`config.mk`:
```
export PLATFORM = sky130hd
export DESIGN_NAME = i2c_target_regs
export DESIGN_NICKNAME = d
export VERILOG_FILES = /design/src/rtl/i2c_pkg.sv /design/src/rtl/i2c_cond_detect.sv /design/src/rtl/i2c_target_regs.sv
export SDC_FILE = /design/constraint.sdc
export NUM_CORES = 1
export LEC_CHECK = 0
export CAP_MARGIN = 25
export CORE_MARGIN = 2
export CORE_UTILIZATION = 42
export DETAILED_ROUTE_END_ITERATION = 8
export GPL_ROUTABILITY_DRIVEN = 0
export REMOVE_ABC_BUFFERS = 1
export SETUP_SLACK_MARGIN = 0.2
export SKIP_LAST_GASP = 1
export SLEW_MARGIN = 10
export SYNTH_ARGS = -nofsm -noshare
export SYNTH_HDL_FRONTEND = slang
export SYNTH_SLANG_ARGS = --single-unit
```
`constraint.sdc`:
```
create_clock -name clk -period 3.4 [get_ports clk]
set_input_delay 0.68 -clock clk [delete_from_list [all_inputs] [get_ports clk]]
set_output_delay 0.68 -clock clk [all_outputs]
set_load 0.005 [all_outputs]
```
`src/rtl/i2c_pkg.sv`:
```
// rtl/i2c_pkg.sv - shared I2C target state encoding and protocol constants
package i2c_pkg;

  typedef enum logic [3:0] {
    ST_IDLE,
    ST_ADDR,
    ST_ADDR_ACK,
    ST_SUB,
    ST_SUB_ACK,
    ST_WDATA,
    ST_WDATA_ACK,
    ST_RDATA,
    ST_RDATA_MACK,
    ST_IGNORE
  } i2c_state_t;

  localparam int         RW_BIT        = 0;
  localparam logic [6:0] GEN_CALL_ADDR = 7'h00;
  localparam logic [3:0] BYTE_DONE     = 4'd8;

endpackage

```
`src/rtl/i2c_cond_detect.sv`:
```
// rtl/i2c_cond_detect.sv - SCL/SDA synchroniser with START/STOP and SCL edge events
module i2c_cond_detect (
  input  logic clk,
  input  logic rst_n,
  input  logic scl_i,
  input  logic sda_i,
  output logic sda_s,
  output logic scl_rise,
  output logic scl_fall,
  output logic start_det,
  output logic stop_det
);

  // [0],[1] form the synchroniser, [2] is the history stage
  logic [2:0] scl_q, scl_d;
  logic [2:0] sda_q, sda_d;

  always_comb begin
    scl_d = {scl_q[1:0], scl_i};
    sda_d = {sda_q[1:0], sda_i};
  end

  // Reset to the idle-bus level so leaving reset never fakes a START
  always_ff @(posedge clk or negedge rst_n) begin
    if (!rst_n) begin
      scl_q <= 3'b111;
      sda_q <= 3'b111;
    end else begin
      scl_q <= scl_d;
      sda_q <= sda_d;
    end
  end

  assign sda_s     = sda_q[1];
  assign scl_rise  =  scl_q[1] & ~scl_q[2];
  assign scl_fall  = ~scl_q[1] &  scl_q[2];
  assign start_det =  scl_q[1] &  scl_q[2] &  sda_q[2] & ~sda_q[1];
  assign stop_det  =  scl_q[1] &  scl_q[2] & ~sda_q[2] &  sda_q[1];

endmodule

```
`src/rtl/i2c_target_regs.sv`:
```
// rtl/i2c_target_regs.sv - I2C target bridging bus transfers onto a byte-wide register port
module i2c_target_regs
  import i2c_pkg::*;
#(
  parameter logic [6:0] DEV_ADDR = 7'h70,
  parameter int         NREGS    = 8,
  parameter int         AW       = $clog2(NREGS)
) (
  input  logic          clk,
  input  logic          rst_n,
  input  logic          scl_i,
  input  logic          sda_i,
  output logic          sda_oe,
  output logic          wr_stb,
  output logic [AW-1:0] wr_addr,
  output logic [7:0]    wr_data,
  output logic [AW-1:0] rd_addr,
  input  logic [7:0]    rd_data,
  output logic          busy
);

  logic sda_s, scl_rise, scl_fall, start_det, stop_det;

  i2c_cond_detect u_cond (
    .clk       (clk),
    .rst_n     (rst_n),
    .scl_i     (scl_i),
    .sda_i     (sda_i),
    .sda_s     (sda_s),
    .scl_rise  (scl_rise),
    .scl_fall  (scl_fall),
    .start_det (start_det),
    .stop_det  (stop_det)
  );

  i2c_state_t    state_q, state_d;
  logic [3:0]    bit_cnt_q, bit_cnt_d;
  logic [7:0]    shift_q, shift_d;
  logic [AW-1:0] ptr_q, ptr_d;
  logic          rw_q, rw_d;
  logic          sda_oe_q, sda_oe_d;
  logic          busy_q, busy_d;
  logic          wr_stb_q, wr_stb_d;
  logic [AW-1:0] wr_addr_q, wr_addr_d;
  logic [7:0]    wr_data_q, wr_data_d;
  logic          addr_hit;

  assign addr_hit = (shift_q[7:1] == DEV_ADDR) && (shift_q[7:1] != GEN_CALL_ADDR);

  always_comb begin
    state_d   = state_q;
    bit_cnt_d = bit_cnt_q;
    shift_d   = shift_q;
    ptr_d     = ptr_q;
    rw_d      = rw_q;
    sda_oe_d  = sda_oe_q;
    busy_d    = busy_q;
    wr_stb_d  = 1'b0;
    wr_addr_d = wr_addr_q;
    wr_data_d = wr_data_q;

    if (start_det) begin
      state_d   = ST_ADDR;
      bit_cnt_d = '0;
      sda_oe_d  = 1'b0;
    end else if (stop_det) begin
      state_d   = ST_IDLE;
      bit_cnt_d = '0;
      sda_oe_d  = 1'b0;
      busy_d    = 1'b0;
    end else if (scl_rise) begin
      case (state_q)
        ST_ADDR, ST_SUB, ST_WDATA: begin
          if (bit_cnt_q != BYTE_DONE) begin
            shift_d   = {shift_q[6:0], sda_s};
            bit_cnt_d = bit_cnt_q + 4'd1;
            if (bit_cnt_q == 4'd7) begin
              if (state_q == ST_SUB) ptr_d = shift_d[AW-1:0];
              if (state_q == ST_WDATA) begin
                wr_stb_d  = 1'b1;
                wr_addr_d = ptr_q;
                wr_data_d = shift_d;
                ptr_d     = ptr_q + 1'b1;
              end
            end
          end
        end
        ST_RDATA: bit_cnt_d = bit_cnt_q + 4'd1;
        // Advance on the master ACK rise so rd_data is settled by the fall
        ST_RDATA_MACK: begin
          if (!sda_s) ptr_d = ptr_q + 1'b1;
          else        state_d = ST_IGNORE;
        end
        default: ;
      endcase
    end else if (scl_fall) begin
      case (state_q)
        ST_ADDR, ST_SUB, ST_WDATA: begin
          if (bit_cnt_q == BYTE_DONE) begin
            bit_cnt_d = '0;
            sda_oe_d  = 1'b1;
            if (state_q == ST_ADDR) begin
              if (addr_hit) begin
                state_d = ST_ADDR_ACK;
                rw_d    = shift_q[RW_BIT];
                busy_d  = 1'b1;
              end else begin
                state_d  = ST_IGNORE;
                sda_oe_d = 1'b0;
              end
            end else if (state_q == ST_SUB) begin
              state_d = ST_SUB_ACK;
            end else begin
              state_d = ST_WDATA_ACK;
            end
          end
        end
        ST_ADDR_ACK, ST_RDATA_MACK: begin
          if (state_q == ST_RDATA_MACK || rw_q) begin
            state_d   = ST_RDATA;
            shift_d   = rd_data;
            sda_oe_d  = ~rd_data[7];
            bit_cnt_d = '0;
          end else begin
            state_d  = ST_SUB;
            sda_oe_d = 1'b0;
          end
        end
        ST_SUB_ACK, ST_WDATA_ACK: begin
          state_d  = ST_WDATA;
          sda_oe_d = 1'b0;
        end
        ST_RDATA: begin
          if (bit_cnt_q == BYTE_DONE) begin
            state_d   = ST_RDATA_MACK;
            sda_oe_d  = 1'b0;
            bit_cnt_d = '0;
          end else begin
            shift_d  = {shift_q[6:0], 1'b0};
            sda_oe_d = ~shift_q[6];
          end
        end
        default: ;
      endcase
    end
  end

  always_ff @(posedge clk or negedge rst_n) begin
    if (!rst_n) begin
      state_q   <= ST_IDLE;
      bit_cnt_q <= '0;
      shift_q   <= '0;
      ptr_q     <= '0;
      rw_q      <= 1'b0;
      sda_oe_q  <= 1'b0;
      busy_q    <= 1'b0;
      wr_stb_q  <= 1'b0;
      wr_addr_q <= '0;
      wr_data_q <= '0;
    end else begin
      state_q   <= state_d;
      bit_cnt_q <= bit_cnt_d;
      shift_q   <= shift_d;
      ptr_q     <= ptr_d;
      rw_q      <= rw_d;
      sda_oe_q  <= sda_oe_d;
      busy_q    <= busy_d;
      wr_stb_q  <= wr_stb_d;
      wr_addr_q <= wr_addr_d;
      wr_data_q <= wr_data_d;
    end
  end

  assign sda_oe  = sda_oe_q;
  assign wr_stb  = wr_stb_q;
  assign wr_addr = wr_addr_q;
  assign wr_data = wr_data_q;
  assign rd_addr = ptr_q;
  assign busy    = busy_q;

endmodule

```
After elaboration in Yosys (flattened, before gate mapping)
Index checks and enable logic that the tools add are counted.

cells by class
  bitwise logic cells = 16
  add/subtract/negate cells = 2
  equality and inequality tests = 31
  mux-type cells = 59
  reductions and logical operators = 28

operator list
  kind                  number
  $mux W4               17
  $mux W8               6
  $reduce_and A8 Y1     3
  $mux W1               23
  $eq A4 B3 Y1 const B  5
  $ne A5 B5 Y1 const B  4
  $mux W3               6
  $pmux W4 S2           2
  $pmux W4 S4           1
  $pmux W8 S2           1
  $reduce_and A7 Y1     2
  $reduce_bool A2 Y1    7
  $reduce_bool A7 Y1    2
  $reduce_and A6 Y1     2
  $ne A5 B1 Y1 const B  2
  $ne A3 B3 Y1 const B  3
  $not A1 Y1            9
  $eq A4 B2 Y1 const B  2
  $eq A4 B4 Y1 const B  2
  $ne A4 B1 Y1 const B  2
  $ne A4 B4 Y1 const B  2
  $and A1 B1 Y1         7
  $eq A7 B7 Y1 const B  1
  $ne A2 B1 Y1 const B  3
  other kinds (18)      22

word-level totals
  register bits after elaboration = 40
  logic and storage cells = 148

Depth between registers and ports, before layout
  word-level depth = 10
  mapped depth = 9
  depth with buffers taken out = 7

Modules after synthesis
A second synthesis with hierarchy kept.

unflattened totals
  cell total of the unflattened synthesis = 192
  area, all modules = 2,154.6 um2

by module, submodules not included
  module           times used  sequential area each (um2)  area each (um2)  cells an instance
  i2c_target_regs  1           850.8                       1,964.4          182
  i2c_cond_detect  1           157.7                       190.2            10

Worst setup path after synthesis
OpenSTA, ideal clock, no wires.

  path kind = flip-flop to flip-flop
  start point = reg u_cond.scl_q[2]
  end point = reg shift_q[1]
  data arrival time = 1,943 ps
  clock period less this slack = 2,068 ps
  path buffers = 2
  library setup time = 125 ps
  slack = 1,332 ps
  cell stages (with the launch flop) = 8
  path through = dfstp_2 > inv_1 > ha_1 > buf_2 > a21oi_1 > clkbuf_1 > mux2_2 > mux2_2

on the way
  word-level cells in the longest chain between the ends = 5
  elaborated cells on any way between the ends = 18

RTL lines
  element                                         line                                          source
  start, declared                                 i2c_cond_detect.sv:15                         logic [2:0] scl_q, scl_d;
  start signal, assigned                          i2c_cond_detect.sv:29                         scl_q <= scl_d;
  $and A1 B1 Y1                                   i2c_cond_detect.sv:37, i2c_cond_detect.sv:38
  $and A1 B1 Y1 (on tied branches) (2 in series)  i2c_cond_detect.sv:38, i2c_cond_detect.sv:37
  $not A1 Y1 (no line)                            n/a
  $reduce_and A8 Y1 (no line)                     n/a
  end signal, assigned                            i2c_target_regs.sv:163                        shift_q <= shift_d;
  end, declared                                   i2c_target_regs.sv:38                         logic [7:0] shift_q, shift_d;

Parallel ways exist; a longest one is shown, timed or not.
A chain may end at the register's enable or synchronous reset.

Worst setup path in the final report
  start point = reg state_q[0]
  end point = reg shift_q[4]

on the way
  word-level cells in the longest chain between the ends = 5
  elaborated cells on any way between the ends = 17

RTL lines
  element                                              line                                           source
  start, declared                                      i2c_target_regs.sv:36                          i2c_state_t state_q, state_d;
  start signal, assigned                               i2c_target_regs.sv:161                         state_q <= state_d;
  $eq A4 B4 Y1 / $eq A4 B2 Y1 (equally long branches)  i2c_target_regs.sv:97, i2c_target_regs.sv:119
  $reduce_or A2 Y1                                     i2c_target_regs.sv:97                          case (state_q)
  $pmux W8 S2                                          i2c_target_regs.sv:97
  $mux W8                                              i2c_target_regs.sv:96                          end else if (scl_fall) begin
  $mux W8                                              i2c_target_regs.sv:71                          end else if (scl_rise) begin

Parallel ways exist; a longest one is shown, timed or not. The select of a mux whose other input is x is not followed.

==> out/summary.log <==
qor: pwr.power_density 622.9 nW/µm²
qor: drt.route.detailed.drc 0
qor: timing.timing.final.hold_violations 0
qor: drt.route.final.wire_length 4692 µm
qor: clocking.post_cts.repair.setup_buffers 0
qor: pwr.power 1.623 mW
qor: timing.timing_max_transition_violations_final 0
qor: placement.port_buffers 28
qor: timing.setup-violations-final 0
qor: timing.timing.clock.skew 0.008707 ns
qor: final_layout.final_area 2606 µm²
qor: pwr.power.leakage 1.143 nW
qor: placement.dpl-instance-area 2512 µm²
qor: placement.dp_cells 310
qor: critical_path.path_max_fanout 15
qor: yosys.syn_area 2172 µm²
qor: placement.dp_hpwl 3304 µm
qor: drt.wl_per_cell 14.75 µm
qor: final_layout.multiInputGateArea 1092 µm²
qor: timing.final.setup.worst_slack 1.069 ns
qor: yosys.synth_seq_area_share 46.43%
qor: clocking.clk_pin_slew_worst_paths 0.08 ns
qor: final_layout.mostFrequentLayoutCell sky130_fd_sc_hd__nand2_1
qor: timing.rsz0062_at_grt false
qor: floorplanning.design.die.area 5763 µm²
qor: critical_path.worst_ep_required_time 3.59 ns
qor: yosys.syn_avg_cell_area 9.918 µm²
qor: timing.timing.max_slew.rel_slack 38.93%
qor: clocking.tritoncts_num_sinks 40
qor: yosys.synthesis.yosys.warnings 0
qor: pwr.ir_worst_vdd 309.3 µV
qor: critical_path.worst-setup-path-type reg -> reg
qor: critical_path.critical_path.endpoint_type flip-flop
qor: drt.num_vias 1,664
qor: clocking.cts.root.buffer_cell sky130_fd_sc_hd__clkbuf_8
qor: hold_path.holdCritPathClass reg -> reg
qor: yosys.synth_flop_cell sky130_fd_sc_hd__dfrtp_1
qor: critical_path.worst_path_largest_cell_delay 0.62 ns
qor: drt.detailedRoute.firstIterationViolations 106
qor: placement.placement.setup.worst_slack 1.085 ns
qor: final_layout.design.final.nets 265
qor: timing.timing.final.crit_period 2.331 ns
qor: yosys.yosysUniqueCellTypes 49
qor: timing.worst_slew_pin_slew 0.9160 ns
qor: floorplanning.die_height 75.92 µm
qor: floorplanning.fp.dieW 75.92 µm
qor: grt.groute.usage.overall 17.31%
qor: final_layout.final-seq-area 1008 µm²
qor: final_layout.fin_cells 318
qor: clocking.post_cts_resize_count 0
qor: critical_path.critPathArrivalTime 2.52 ns
qor: final_layout.fillCellCount 458
qor: floorplanning.initial_utilization 43.08%
qor: timing.final_min_period_over_clock_period 68.55%
qor: critical_path.worst_setup_path_start_kind flip-flop
qor: grt.grt_pass1_wl 7990 µm
qor: clocking.cts_tree yes
qor: clocking.cts_max_level 2
qor: final_layout.antennaDiodeCount 0
qor: timing.totalNegativeSetupSlack 0 ns
qor: timing.clock.fmax 429.1 MHz
qor: drt.drt.antenna.violating_nets 0
qor: final_layout.mostFrequentLayoutCells 40 x sky130_fd_sc_hd__nand2_1, 34 x sky130_fd_sc_hd__dfrtp_1, 27 x sky130_fd_sc_hd__clkdlybuf4s50_1, 14 x sky130_fd_sc_hd__mux2_2, 11 x sky130_fd_sc_hd__nor2_1
qor: floorplanning.std_cell_rows 26
qor: floorplanning.placeableCoreArea 5042 µm²
qor: critical_path.list_of_cells_traversed_by_the_critical_path and2b_2, nand2_1, o211a_1, nor4_4, mux2_2
qor: drt.first_pass_detailed_route_iteration_total 4
qor: yosys.async_reset_ff_share 100.0%
qor: yosys.synth-edff-count 0
qor: flow_run.cap_viol_max_count 0
qor: clocking.postCtsHoldBufs 0
qor: grt.overflow 0
qor: final_layout.utilization 51.69%
qor: yosys.synthesis.instances 219
qor: grt.first_global_vias 1,597
qor: final_layout.syn2layout_area_growth 19.99%
qor: clocking.cts-buffers-inserted 5
qor: critical_path.critPathSlowestCell sky130_fd_sc_hd__dfrtp_1
qor: clocking.worst_skew_late_latency 0.30 ns
qor: status.outcome complete, no violations
qor: yosys.ys_ff_latch 40
qor: floorplanning.num_io_pins 29
qor: grt.grt_start_max_net_pins 41
qor: grt.grt_antenna_before_repair 0
qor: clocking.cts.path.max_buffers 2
qor: final_layout.post_route_cells_drive_above_1_share 15.73%
qor: drt.drt-vias-per-instance 5.233
qor: timing.final.hold.worst_slack 0.3576 ns
[layer usage]
metal | track usage, % | vias up | share of wire, %
li1 | - | 829 | -
met2 | 27.14 | 51 | 46
met3 | 3.333 | 7 | 4.8
met1 | 24.15 | 777 | 48
met4 | 6.000 | 0 | 1.5
met5 | 0 | - | 0
[cells in the mapped netlist, types with 2 or more instances]
cell type	instances	share of area (%)
sky130_fd_sc_hd__a211o_1	2	0.81
sky130_fd_sc_hd__nand2_1	40	6.9
sky130_fd_sc_hd__mux2_2	14	7.3
sky130_fd_sc_hd__nand3b_1	3	1.0
sky130_fd_sc_hd__a211oi_1	3	1.0
sky130_fd_sc_hd__ha_1	6	3.5
sky130_fd_sc_hd__or3_1	3	0.86
sky130_fd_sc_hd__o21ai_0	10	2.3
sky130_fd_sc_hd__clkbuf_1	6	1.0
sky130_fd_sc_hd__nor4_1	3	0.86
sky130_fd_sc_hd__nor3_1	5	1.2
sky130_fd_sc_hd__nor2b_1	3	0.86
sky130_fd_sc_hd__a22o_1	3	1.2
sky130_fd_sc_hd__a21oi_1	9	2.1
sky130_fd_sc_hd__nand3_1	4	0.92
sky130_fd_sc_hd__o21a_1	2	0.69
sky130_fd_sc_hd__nand2b_1	5	1.4
sky130_fd_sc_hd__inv_1	9	1.6
sky130_fd_sc_hd__buf_2	3	0.69
sky130_fd_sc_hd__dfstp_2	6	7.3
sky130_fd_sc_hd__and2_1	3	0.86
sky130_fd_sc_hd__a21o_1	2	0.69
sky130_fd_sc_hd__dfrtp_1	34	39
sky130_fd_sc_hd__mux2i_1	5	2.3
sky130_fd_sc_hd__nor2_1	11	1.9
sky130_fd_sc_hd__o211a_1	2	0.92
[state kept, by name, indices dropped and copies added (netlist names), 3 cells and up]
signal / flops
u_cond.sda_q: 3
state_q: 4
bit_cnt_q: 4
wr_addr: 3
wr_data: 8
rd_addr: 3
shift_q: 8
u_cond.scl_q: 3
[power by group]
| part | internal, mW | leakage (nW) | total, mW | switching [mW] |
|---|---|---|---|---|
| clock network | 0.165 | 0.0445 | 0.332 | 0.167 |
| logic | 0.292 | 0.586 | 0.553 | 0.261 |
| registers | 0.578 | 0.512 | 0.738 | 0.160 |
| total | 1.03 | 1.14 | 1.62 | 0.589 |
[cells by family after synthesis]
kind of cell    Yosys count  synth area share [%]
mux                      19                 9.562
simple gates             91                 22.58
compound gates           44                 14.29
flops                    40                 46.43
xor+xnor                  1                0.4033
fa+ha+maj                 6                 3.456
buf+inv                  18                 3.283
[critical path: cells and delay by family (launching register included)]
family / cells / cell delay, ns
AND/OR/NAND/NOR: 3 / 0.92
flip-flops: 1 / 0.62
multiplexers: 1 / 0.40
AO/OA/AOI/OAI: 1 / 0.28
[area by class of cell]
type	count	area share [%]
clock buffers	7	3.313
well taps	70	3.361
flip-flops and latches	40	38.69
repair buffers	30	11.14
inverters	9	1.296
multi-input cells	161	41.91
clock inverters	1	0.2880
[worst paths after layout]
| path | from | endpoint | slack (ns) | cells past startpoint |
|---|---|---|---|---|
| setup / recovery | state_q[0]$_DFFE_PN0P_ | shift_q[4]$_DFFE_PN0P_ | 1.07 | 5 |
| hold / removal | u_cond.sda_q[0]$_DFF_PN1_ | u_cond.sda_q[1]$_DFF_PN1_ | 0.36 | 0 |
| setup reg to reg | state_q[0]$_DFFE_PN0P_ | shift_q[4]$_DFFE_PN0P_ | 1.07 | 5 |
| hold reg to reg | u_cond.sda_q[0]$_DFF_PN1_ | u_cond.sda_q[1]$_DFF_PN1_ | 0.36 | 0 |
| max in group asynchronous | rst_n | busy$_DFFE_PN0P_ | 2.32 | 1 |
| min in group asynchronous | rst_n | bit_cnt_q[1]$_DFFE_PN0P_ | 0.50 | 1 |
No activity file was read; power rests on OpenSTA's default activity.
